## config.mk

```make
export PLATFORM = sky130hd
export DESIGN_NAME = regfile_fwd_flat
export DESIGN_NICKNAME = d
export VERILOG_FILES = /design/src/rtl/regfile_fwd_if.sv /design/src/rtl/regfile_fwd.sv /design/src/flat_wrapper.sv
export SDC_FILE = /design/constraint.sdc
export NUM_CORES = 2
export LEC_CHECK = 0
export CAP_MARGIN = 10
export CORE_UTILIZATION = 50
export CTS_CLUSTER_DIAMETER = 200
export DETAILED_ROUTE_END_ITERATION = 12
export PLACE_DENSITY = 0.74
export SLEW_MARGIN = 10
export SYNTH_ARGS = -nofsm -noshare
export SYNTH_HDL_FRONTEND = slang
export SYNTH_SLANG_ARGS = --single-unit
```

## constraint.sdc

```tcl
create_clock -name clk -period 3.6 [get_ports clk]
set_clock_uncertainty 0.1 [all_clocks]
set_input_delay 0.72 -clock clk [delete_from_list [all_inputs] [get_ports clk]]
set_output_delay 0.72 -clock clk [all_outputs]
set_load 0.02 [all_outputs]
```

## src/rtl/regfile_fwd_if.sv

```systemverilog
// Register-file bus: MEM/WB writeback, EX/MEM forwarding triples, two ID read ports and stall request.
// The master side is pipeline control and the ID stage; the slave side is regfile_fwd.
interface regfile_fwd_if #(
    parameter int XLEN = 32
);
    logic            we;
    logic [4:0]      waddr;
    logic [XLEN-1:0] wdata;
    logic            ex_wreg;
    logic [4:0]      ex_wd;
    logic [XLEN-1:0] ex_wdata;
    logic            ex_is_load;
    logic            mem_wreg;
    logic [4:0]      mem_wd;
    logic [XLEN-1:0] mem_wdata;
    logic            re1;
    logic            re2;
    logic [4:0]      raddr1;
    logic [4:0]      raddr2;
    logic [XLEN-1:0] rdata1;
    logic [XLEN-1:0] rdata2;
    logic            stallreq;

    modport master (
        output we, waddr, wdata,
        output ex_wreg, ex_wd, ex_wdata, ex_is_load,
        output mem_wreg, mem_wd, mem_wdata,
        output re1, re2, raddr1, raddr2,
        input  rdata1, rdata2, stallreq
    );

    modport slave (
        input  we, waddr, wdata,
        input  ex_wreg, ex_wd, ex_wdata, ex_is_load,
        input  mem_wreg, mem_wd, mem_wdata,
        input  re1, re2, raddr1, raddr2,
        output rdata1, rdata2, stallreq
    );
endinterface

```

## src/rtl/regfile_fwd.sv

```systemverilog
// RV32I integer register file (x1..x31) with two combinational read ports, EX/MEM forwarding and load-use stall.
// Define REGFILE_FWD_EN to forward EX/MEM results; without it any EX/MEM match stalls instead.
module regfile_fwd #(
    parameter int NREG = 32,
    parameter int XLEN = 32
) (
    input  logic          clk,
    input  logic          rst,
    regfile_fwd_if.slave  rf
);

    localparam int AW = 5;

    // x0 is not stored; index 0 never reaches the array because the read path returns 0 first.
    logic [XLEN-1:0] regs_reg [1:NREG-1];

    always_ff @(posedge clk or negedge rst) begin
        if (!rst) begin
            for (int i = 1; i < NREG; i++) begin
                regs_reg[i] <= '0;
            end
        end else if (rf.we && rf.waddr != '0) begin
            regs_reg[rf.waddr] <= rf.wdata;
        end
    end

    generate
        for (genvar gi = 0; gi < 2; gi++) begin : port_g
            logic            re_p;
            logic [AW-1:0]   raddr_p;
            logic [XLEN-1:0] rdata_p;
            logic            hazard_p;

            assign re_p    = (gi == 0) ? rf.re1    : rf.re2;
            assign raddr_p = (gi == 0) ? rf.raddr1 : rf.raddr2;

            // Youngest producer wins: EX, then MEM, then the writeback in flight, then the array.
            always_comb begin
                rdata_p  = '0;
                hazard_p = 1'b0;
                if (!rst || !re_p || raddr_p == '0) begin
                    rdata_p  = '0;
                end else if (rf.ex_wreg && rf.ex_wd == raddr_p) begin
`ifdef REGFILE_FWD_EN
                    if (rf.ex_is_load) begin
                        hazard_p = 1'b1;
                    end else begin
                        rdata_p = rf.ex_wdata;
                    end
`else
                    hazard_p = 1'b1;
`endif
                end else if (rf.mem_wreg && rf.mem_wd == raddr_p) begin
`ifdef REGFILE_FWD_EN
                    rdata_p = rf.mem_wdata;
`else
                    hazard_p = 1'b1;
`endif
                end else if (rf.we && rf.waddr == raddr_p) begin
                    rdata_p = rf.wdata;
                end else begin
                    rdata_p = regs_reg[raddr_p];
                end
            end
        end
    endgenerate

`ifndef REGFILE_FWD_EN
    // Forwarded data is not consumed when forwarding is compiled out.
    logic unused_fwd_data;
    assign unused_fwd_data = ^{rf.ex_wdata, rf.mem_wdata, rf.ex_is_load};
`endif

    assign rf.rdata1   = port_g[0].rdata_p;
    assign rf.rdata2   = port_g[1].rdata_p;
    assign rf.stallreq = port_g[0].hazard_p | port_g[1].hazard_p;

endmodule

```

## src/flat_wrapper.sv

```systemverilog
// flat-port wrapper written by rule: the top's interface ports become plain ports
module regfile_fwd_flat 
#(
    parameter int NREG = 32,
    parameter int XLEN = 32
)
  (clk, rst, rf_we, rf_waddr, rf_wdata, rf_ex_wreg, rf_ex_wd, rf_ex_wdata, rf_ex_is_load, rf_mem_wreg, rf_mem_wd, rf_mem_wdata, rf_re1, rf_re2, rf_raddr1, rf_raddr2, rf_rdata1, rf_rdata2, rf_stallreq);
  regfile_fwd_if #(.XLEN(XLEN)) rf_i ();
  input  logic clk;
  input  logic rst;
  input wire logic [$bits(rf_i.we)-1:0] rf_we;
  input wire logic [$bits(rf_i.waddr)-1:0] rf_waddr;
  input wire logic [$bits(rf_i.wdata)-1:0] rf_wdata;
  input wire logic [$bits(rf_i.ex_wreg)-1:0] rf_ex_wreg;
  input wire logic [$bits(rf_i.ex_wd)-1:0] rf_ex_wd;
  input wire logic [$bits(rf_i.ex_wdata)-1:0] rf_ex_wdata;
  input wire logic [$bits(rf_i.ex_is_load)-1:0] rf_ex_is_load;
  input wire logic [$bits(rf_i.mem_wreg)-1:0] rf_mem_wreg;
  input wire logic [$bits(rf_i.mem_wd)-1:0] rf_mem_wd;
  input wire logic [$bits(rf_i.mem_wdata)-1:0] rf_mem_wdata;
  input wire logic [$bits(rf_i.re1)-1:0] rf_re1;
  input wire logic [$bits(rf_i.re2)-1:0] rf_re2;
  input wire logic [$bits(rf_i.raddr1)-1:0] rf_raddr1;
  input wire logic [$bits(rf_i.raddr2)-1:0] rf_raddr2;
  output wire logic [$bits(rf_i.rdata1)-1:0] rf_rdata1;
  output wire logic [$bits(rf_i.rdata2)-1:0] rf_rdata2;
  output wire logic [$bits(rf_i.stallreq)-1:0] rf_stallreq;
  assign rf_i.we = rf_we;
  assign rf_i.waddr = rf_waddr;
  assign rf_i.wdata = rf_wdata;
  assign rf_i.ex_wreg = rf_ex_wreg;
  assign rf_i.ex_wd = rf_ex_wd;
  assign rf_i.ex_wdata = rf_ex_wdata;
  assign rf_i.ex_is_load = rf_ex_is_load;
  assign rf_i.mem_wreg = rf_mem_wreg;
  assign rf_i.mem_wd = rf_mem_wd;
  assign rf_i.mem_wdata = rf_mem_wdata;
  assign rf_i.re1 = rf_re1;
  assign rf_i.re2 = rf_re2;
  assign rf_i.raddr1 = rf_raddr1;
  assign rf_i.raddr2 = rf_raddr2;
  assign rf_rdata1 = rf_i.rdata1;
  assign rf_rdata2 = rf_i.rdata2;
  assign rf_stallreq = rf_i.stallreq;
  regfile_fwd #(.NREG(NREG), .XLEN(XLEN)) u_core (.clk(clk), .rst(rst), .rf(rf_i));
endmodule
```

* After elaboration in Yosys (flattened, before gate mapping)
Index checks and enable logic that the tools add are counted.
** Storage, ports and cells
- Register bits after elaboration :: 992
- Latch bits :: 0
- Memory bits (writable) :: 0
- Memory bits (read-only) :: 0
- Output and inout port bits :: 65
- Logic and storage cells :: 86
- Memories :: 0
** Cells by class
- Add/sub/neg operators :: 0
- $mul :: 0
- Divide/modulo/power cells :: 0
- Magnitude comparators :: 4
- Equality and inequality tests :: 6
- Shift operators :: 0
- Multiplexer cells :: 23
- Bitwise operators :: 4
- Reduce and logical (&&, ||, !) cells :: 18
** Operator list (number)
- 992-bit bitwise mux :: 1
- 32-bit two-way mux :: 13
- 32-bit binary-select mux with 5-bit select :: 2
- 32-bit demux with 5-bit select :: 1
- 5-bit equality test :: 6
- 6-bit greater-or-equal comparator (second input constant) :: 3
- 5-bit NOT with 6-bit output :: 3
- 5-bit zero test :: 2
- 1-bit logical AND :: 8
- 6-bit by 1-bit < comparator with 1-bit output (second input constant) :: 1
- 1-bit two-way mux :: 6
- 5-bit nonzero test :: 1
- 1-bit logical OR :: 4
- 1-bit zero test :: 3
- 1-bit bitwise OR :: 1

* Depth between registers and ports, before layout
- Depth in word-level cells :: 8
- Depth in mapped cells :: 9
- Gate-level depth less buffers :: 5

* Least setup slack after synthesis
OpenSTA, ideal clock, no wires.
- Kind :: input to output
- Start point :: in rf_raddr1[1]
- End point :: out rf_rdata1[11]
- Arrival time :: 2.415 ns
- Required time :: 2.780 ns
- Slack :: 0.365 ns
- Stages :: 8
- Buffers on the path :: 3
- Cells stage by stage :: buf_6 -> buf_6 -> xnor2_1 -> nand4_1 -> nor2_1 -> clkbuf_1 -> a221oi_1 -> a311oi_1
** Between the ends
- Cells in the longest elaborated chain, start to end :: 8
- Elaborated cells between the ends (all ways) :: 16
- Those cells by class :: 3 x eq/ne; 7 x mux; 1 x bitwise; 5 x reduce/logical
** RTL lines
- start: declaration :: RTL line flat_wrapper.sv:23 : input wire logic [$bits(rf_i.raddr1)-1:0] rf_raddr1;
- 5-bit NOT with 6-bit output (implied by the code) :: RTL line regfile_fwd.sv:62 : rdata_p = regs_reg[raddr_p];
- 32-bit binary-select mux with 5-bit select :: RTL line regfile_fwd.sv:62
- 32-bit two-way mux (implied by the code) (2 in a row) :: RTL line regfile_fwd.sv:62
- 32-bit two-way mux :: RTL line regfile_fwd.sv:59 : end else if (rf.we && rf.waddr == raddr_p) begin
- 32-bit two-way mux :: RTL line regfile_fwd.sv:53 : end else if (rf.mem_wreg && rf.mem_wd == raddr_p) begin
- 32-bit two-way mux :: RTL line regfile_fwd.sv:43 : end else if (rf.ex_wreg && rf.ex_wd == raddr_p) begin
- 32-bit two-way mux (*) :: RTL line regfile_fwd.sv:41 : if (!rst || !re_p || raddr_p == '0) begin
- end: declaration :: RTL line flat_wrapper.sv:25 : output wire logic [$bits(rf_i.rdata1)-1:0] rf_rdata1;
Every way passes the cells marked *; elsewhere a longest branch is shown, timed or not. The select of a mux whose other input is x is not followed.

* Worst setup path in the final report
- Start point :: in rf_raddr2[1]
- End point :: out rf_rdata2[17]
** Between the ends
- Cells in the longest elaborated chain, start to end :: 8
- Elaborated cells between the ends (all ways) :: 16
- Those cells by class :: 3 x eq/ne; 7 x mux; 1 x bitwise; 5 x reduce/logical
** RTL lines
- start: declaration :: RTL line flat_wrapper.sv:24 : input wire logic [$bits(rf_i.raddr2)-1:0] rf_raddr2;
- 5-bit NOT with 6-bit output (implied by the code) :: RTL line regfile_fwd.sv:62
- 32-bit binary-select mux with 5-bit select :: RTL line regfile_fwd.sv:62
- 32-bit two-way mux (implied by the code) (2 in a row) :: RTL line regfile_fwd.sv:62
- 32-bit two-way mux :: RTL line regfile_fwd.sv:59
- 32-bit two-way mux :: RTL line regfile_fwd.sv:53
- 32-bit two-way mux :: RTL line regfile_fwd.sv:43
- 32-bit two-way mux (*) :: RTL line regfile_fwd.sv:41
- end: declaration :: RTL line flat_wrapper.sv:26 : output wire logic [$bits(rf_i.rdata2)-1:0] rf_rdata2;
Marks and branches as above.

==> results.md <==
Status:
- The flow ran to the end, but the final reports show violations.
- The checks that failed: negative setup slack.

STA:
- The worst pin sits at a relative slew slack of 0.292.
- Hold is met by 0.0829 ns.
- Setup repair after global routing could not meet its margin everywhere.
- The minimum period implied by the final worst setup slack is approximately 3.7 ns.
- At the pin with the least slew margin, the transition time is about 1.1 ns.
- The final-report hold violation count is 0.
- Derived from the worst setup path, the maximum achievable clock frequency is 0.272 GHz.
- The setup violation total in the final timing report is 22.
- The final cycle utilization of the critical path is 1.02.
- The max-slew violation total from the final report was 0.
- The worst path setup slack after routing is -0.0698 ns.
- For the final routed database, the setup TNS stands at -0.508 ns.

Finish:
- The finished layout holds 6021 standard cells, fillers aside.
- At the end of the flow, the number of nets in the layout was 4656.
- Of the cells placed in the final design, the portion with a size suffix greater than 1 is 0.550.
- The filler cells instantiated in the layout total about 7500.
- From synthesis to final layout, the design area changed by 25.0%.
- The register with the most flip-flops in the layout has roughly 990 of them.

Yosys:
- The share of synthesized cell area in full adder, half adder and majority cells is 0.
- Of the total synthesized cell area, the portion taken by AND, OR, NAND and NOR gates is 0.0351.
- The post-synth net total is 4110.
- The most common cell in the synthesized netlist is dfrtp_1.
- The fraction of synthesis flops using an asynchronous set or reset pin is 1.00.
- Averaged over all synthesized cells, the footprint is 13.7 µm².
- The share of the Yosys chip area taken by registers is 0.456.
- The main combinational cell family by area after synthesis is multiplexers.
- Of the total synthesized cell area, the portion taken by XOR and XNOR cells is 0.00483.
- The share of the synthesized area in compound gates (AO/OA/AOI/OAI) is 0.0683.
- The number of distinct standard cells referenced by the synthesized netlist is ~60.
- The post-synthesis instance area is 0.0544 mm².
- Yosys attributes the largest share of cell area to dfrtp_1, mux2_2, mux4_2.
- The commonest cells after synthesis are dfrtp_1, mux2_2, mux4_2, nand2_1, clkbuf_1.
- The area share of the largest cell type after synthesis is 0.456.
- The most common flop cell mapped by yosys is dfrtp_1.
- The portion of synthesized area spent on multiplexers is 0.392.
- Yosys mapped a number of flops with a built-in enable equal to 0.
- Counting flops and latches in the post-synthesis netlist gives ~990.
- The post-synthesis instance total is 3981.
- The biggest area consumer among synthesized cells is dfrtp_1.
- Yosys printed 0 warnings.

Placement:
- The detailed placer's ending HPWL is 123 mm.
- Once placement completed, the tool counted placed cells totaling 5700.
- The congestion estimate from routability-driven global placement came to 0.950.
- Input and output buffers added on the ports amount to 128.

Floorplanning:
- The overall die area is 0.110 mm².
- In this run the core area contains 120 standard-cell rows.
- The boundary pin count is between 150 and 200.
- The vertical die dimension is 332 µm.
- The initial utilization of the core area, before any placement, comes to 0.506.
- From left edge to right edge, the die measures 332 µm.
- The area of the placeable core is 0.108 mm².

Clock network:
- The maximum clock insertion buffer count is 3.
- The clock drives 992 sinks.
- The clock-pin slew of the registers on the worst-case setup and hold paths is 0.06 ns.
- CTS built an H-tree with a depth of 3.
- Clock tree synthesis selected as its root buffer the cell clkbuf_16.
- The later pin in the worst-skew pair is clocked with a latency of a little under 0.7 ns.
- TritonCTS created 103 clock buffers.
- TritonCTS built the clock tree.

Detailed routing:
- The number of nets with antenna violations after routing is 0.
- In this run, the number of DRC markers left after iteration 0 of detailed routing was between 6000 and 7000.
- The final routed DRC violation total is 0.
- The routed layout has 41900 vias.
- The number of detailed-route iterations in the first pass is 6.
- Dividing the detail-routed wire length by the instance count gives 33.0 µm.
- The final wirelength is 199 mm.
- After detailed routing, the number of vias per cell comes to 6.96.

Job:
- The number of max-cap violations is 0.

Critical path:
- Together, buffers and inverters on the worst path number 7.
- The largest single stage delay on the critical path is 0.29 ns.
- Of all nets on the critical path, the largest fanout is 6.
- The cell with the biggest individual delay on the critical path is nand4_1.
- The data arrival time of the critical path is between 2 and 3 ns.
- For the worst setup path, the data required time is 2.78 ns.
- Traced cell by cell, the critical path runs through buf_16 -> buf_12 -> buf_8 -> buf_4 -> buf_4 -> buf_4 -> mux4_2 -> o22ai_1 -> o21ai_0 -> nand4_1 -> a21oi_1 -> buf_4.
- The sort of element at the end of the critical path is an output port.
- The cell type with the highest occurrence count on the critical path is buf_4.
- The worst setup path is of the input pin to output port kind.
- The type of element launching the critical path is an input pin.
- The top cell family by delay on the critical path is buffers and inverters.

Power:
- The maximum vdd drop is about 410 µV.
- The design draws 34.5 mW.
- The standby leakage power is 29.7 nW.
- The power density over cell area is between 500 and 600 mW/mm².

Global route:
- The first-pass GRT wire length is 287 mm.
- The number of global-route vias before repair is 42000.
- Entering global routing, the biggest net connects 182 pins.
- The global routing usage summed across all routing layers is 0.353.
- For this run the aggregate overflow at the end of global routing stands at 0.
- The initial antenna violation count is 6.

Worst hold path:
- The path class of the lowest-slack min-delay path is input pin to async pin.
per-layer routing:
layer | global-route usage | share of wire
met5 | 0 | 0.00067
met4 | 0.181 | 0.065
met3 | 0.114 | 0.14
met2 | 0.519 | 0.44
met1 | 0.468 | 0.36
power by group:
part	switching (mW)	internal [mW]
combinational	3.53	4.69
sequential	1.72	13.3
clock	4.72	6.56
total	9.97	24.6
through the flow:
| step | utilization | cell area (µm²) | setup WS, ns |
|---|---|---|---|
| floorplan | - | 54400 | 0.365 |
| detailed placement | 0.570 | 61300 | -0.802 |
| CTS | 0.621 | 66800 | -0.0502 |
| global route | 0.632 | 68000 | -0.0585 |
| global placement | 0.570 | 61300 | -0.794 |
| finish | 0.632 | 68000 | -0.0698 |
cells in the final DEF (no fill, tap or decap), types with 19 or more instances in the layout:
cell type / instances
o21ai_0: 124
clkbuf_1: 29
buf_6: 53
a21oi_1: 32
nand2_1: 223
mux2_2: 964
buf_2: 26
a21o_1: 23
nor2_1: 72
a22oi_1: 63
dfrtp_1: 992
mux4_2: 377
xnor2_1: 25
mux2i_1: 169
o22ai_1: 37
clkbuf_16: 112
nor2_4: 19
clkbuf_8: 25
a221oi_1: 26
buf_4: 553
o221ai_1: 29
a311oi_2: 27
buf_12: 127
clkdlybuf4s50_1: 43
final cells by class:
cell class / instances / area, µm² / share of cell area
flip-flops and latches: 992 / 24800 / 0.365
clock buffers: 158 / 3060 / 0.0449
repair buffers: 866 / 9150 / 0.135
clock inverters: 33 / 478 / 0.00703
inverters: 20 / 77.6 / 0.00114
diodes: 5 / 12.5 / 0.000184
well taps: 1403 / 1760 / 0.0258
multi-input cells: 2544 / 28600 / 0.421
timing repair:
| item | CTS | global route |
|---|---|---|
| gates cloned | 9 | 8 |
| setup buffers | 78 | 42 |
| gates resized for setup | 404 | 146 |
| endpoints found under the setup margin | 65 | 55 |
| pin swaps | 59 | 70 |
| hold buffers | 0 | 0 |
path summary, 6_finish.rpt:
path	end	slack, ns	cells past startpoint	startpoint
setup / recovery	rf_rdata2[17]	-0.07	12	rf_raddr2[1]
hold / removal	u_core.regs_reg[578]	0.08	2	rst
setup reg to reg	u_core.regs_reg[305]	2.67	1	u_core.regs_reg[305]
hold reg to reg	u_core.regs_reg[429]	0.40	2	u_core.regs_reg[429]
max in group asynchronous	u_core.regs_reg[63]	1.17	4	rst
min in group clk	u_core.regs_reg[429]	0.40	2	u_core.regs_reg[429]
cell families after synthesis:
kind of cell / Yosys count
AO/OA/AOI/OAI: 535
buffers and inverters: 445
flip-flops: 992
XOR/XNOR: 30
AND/OR/NAND/NOR: 439
multiplexers: 1540
Note: power is estimated with default switching activity, not from simulation.
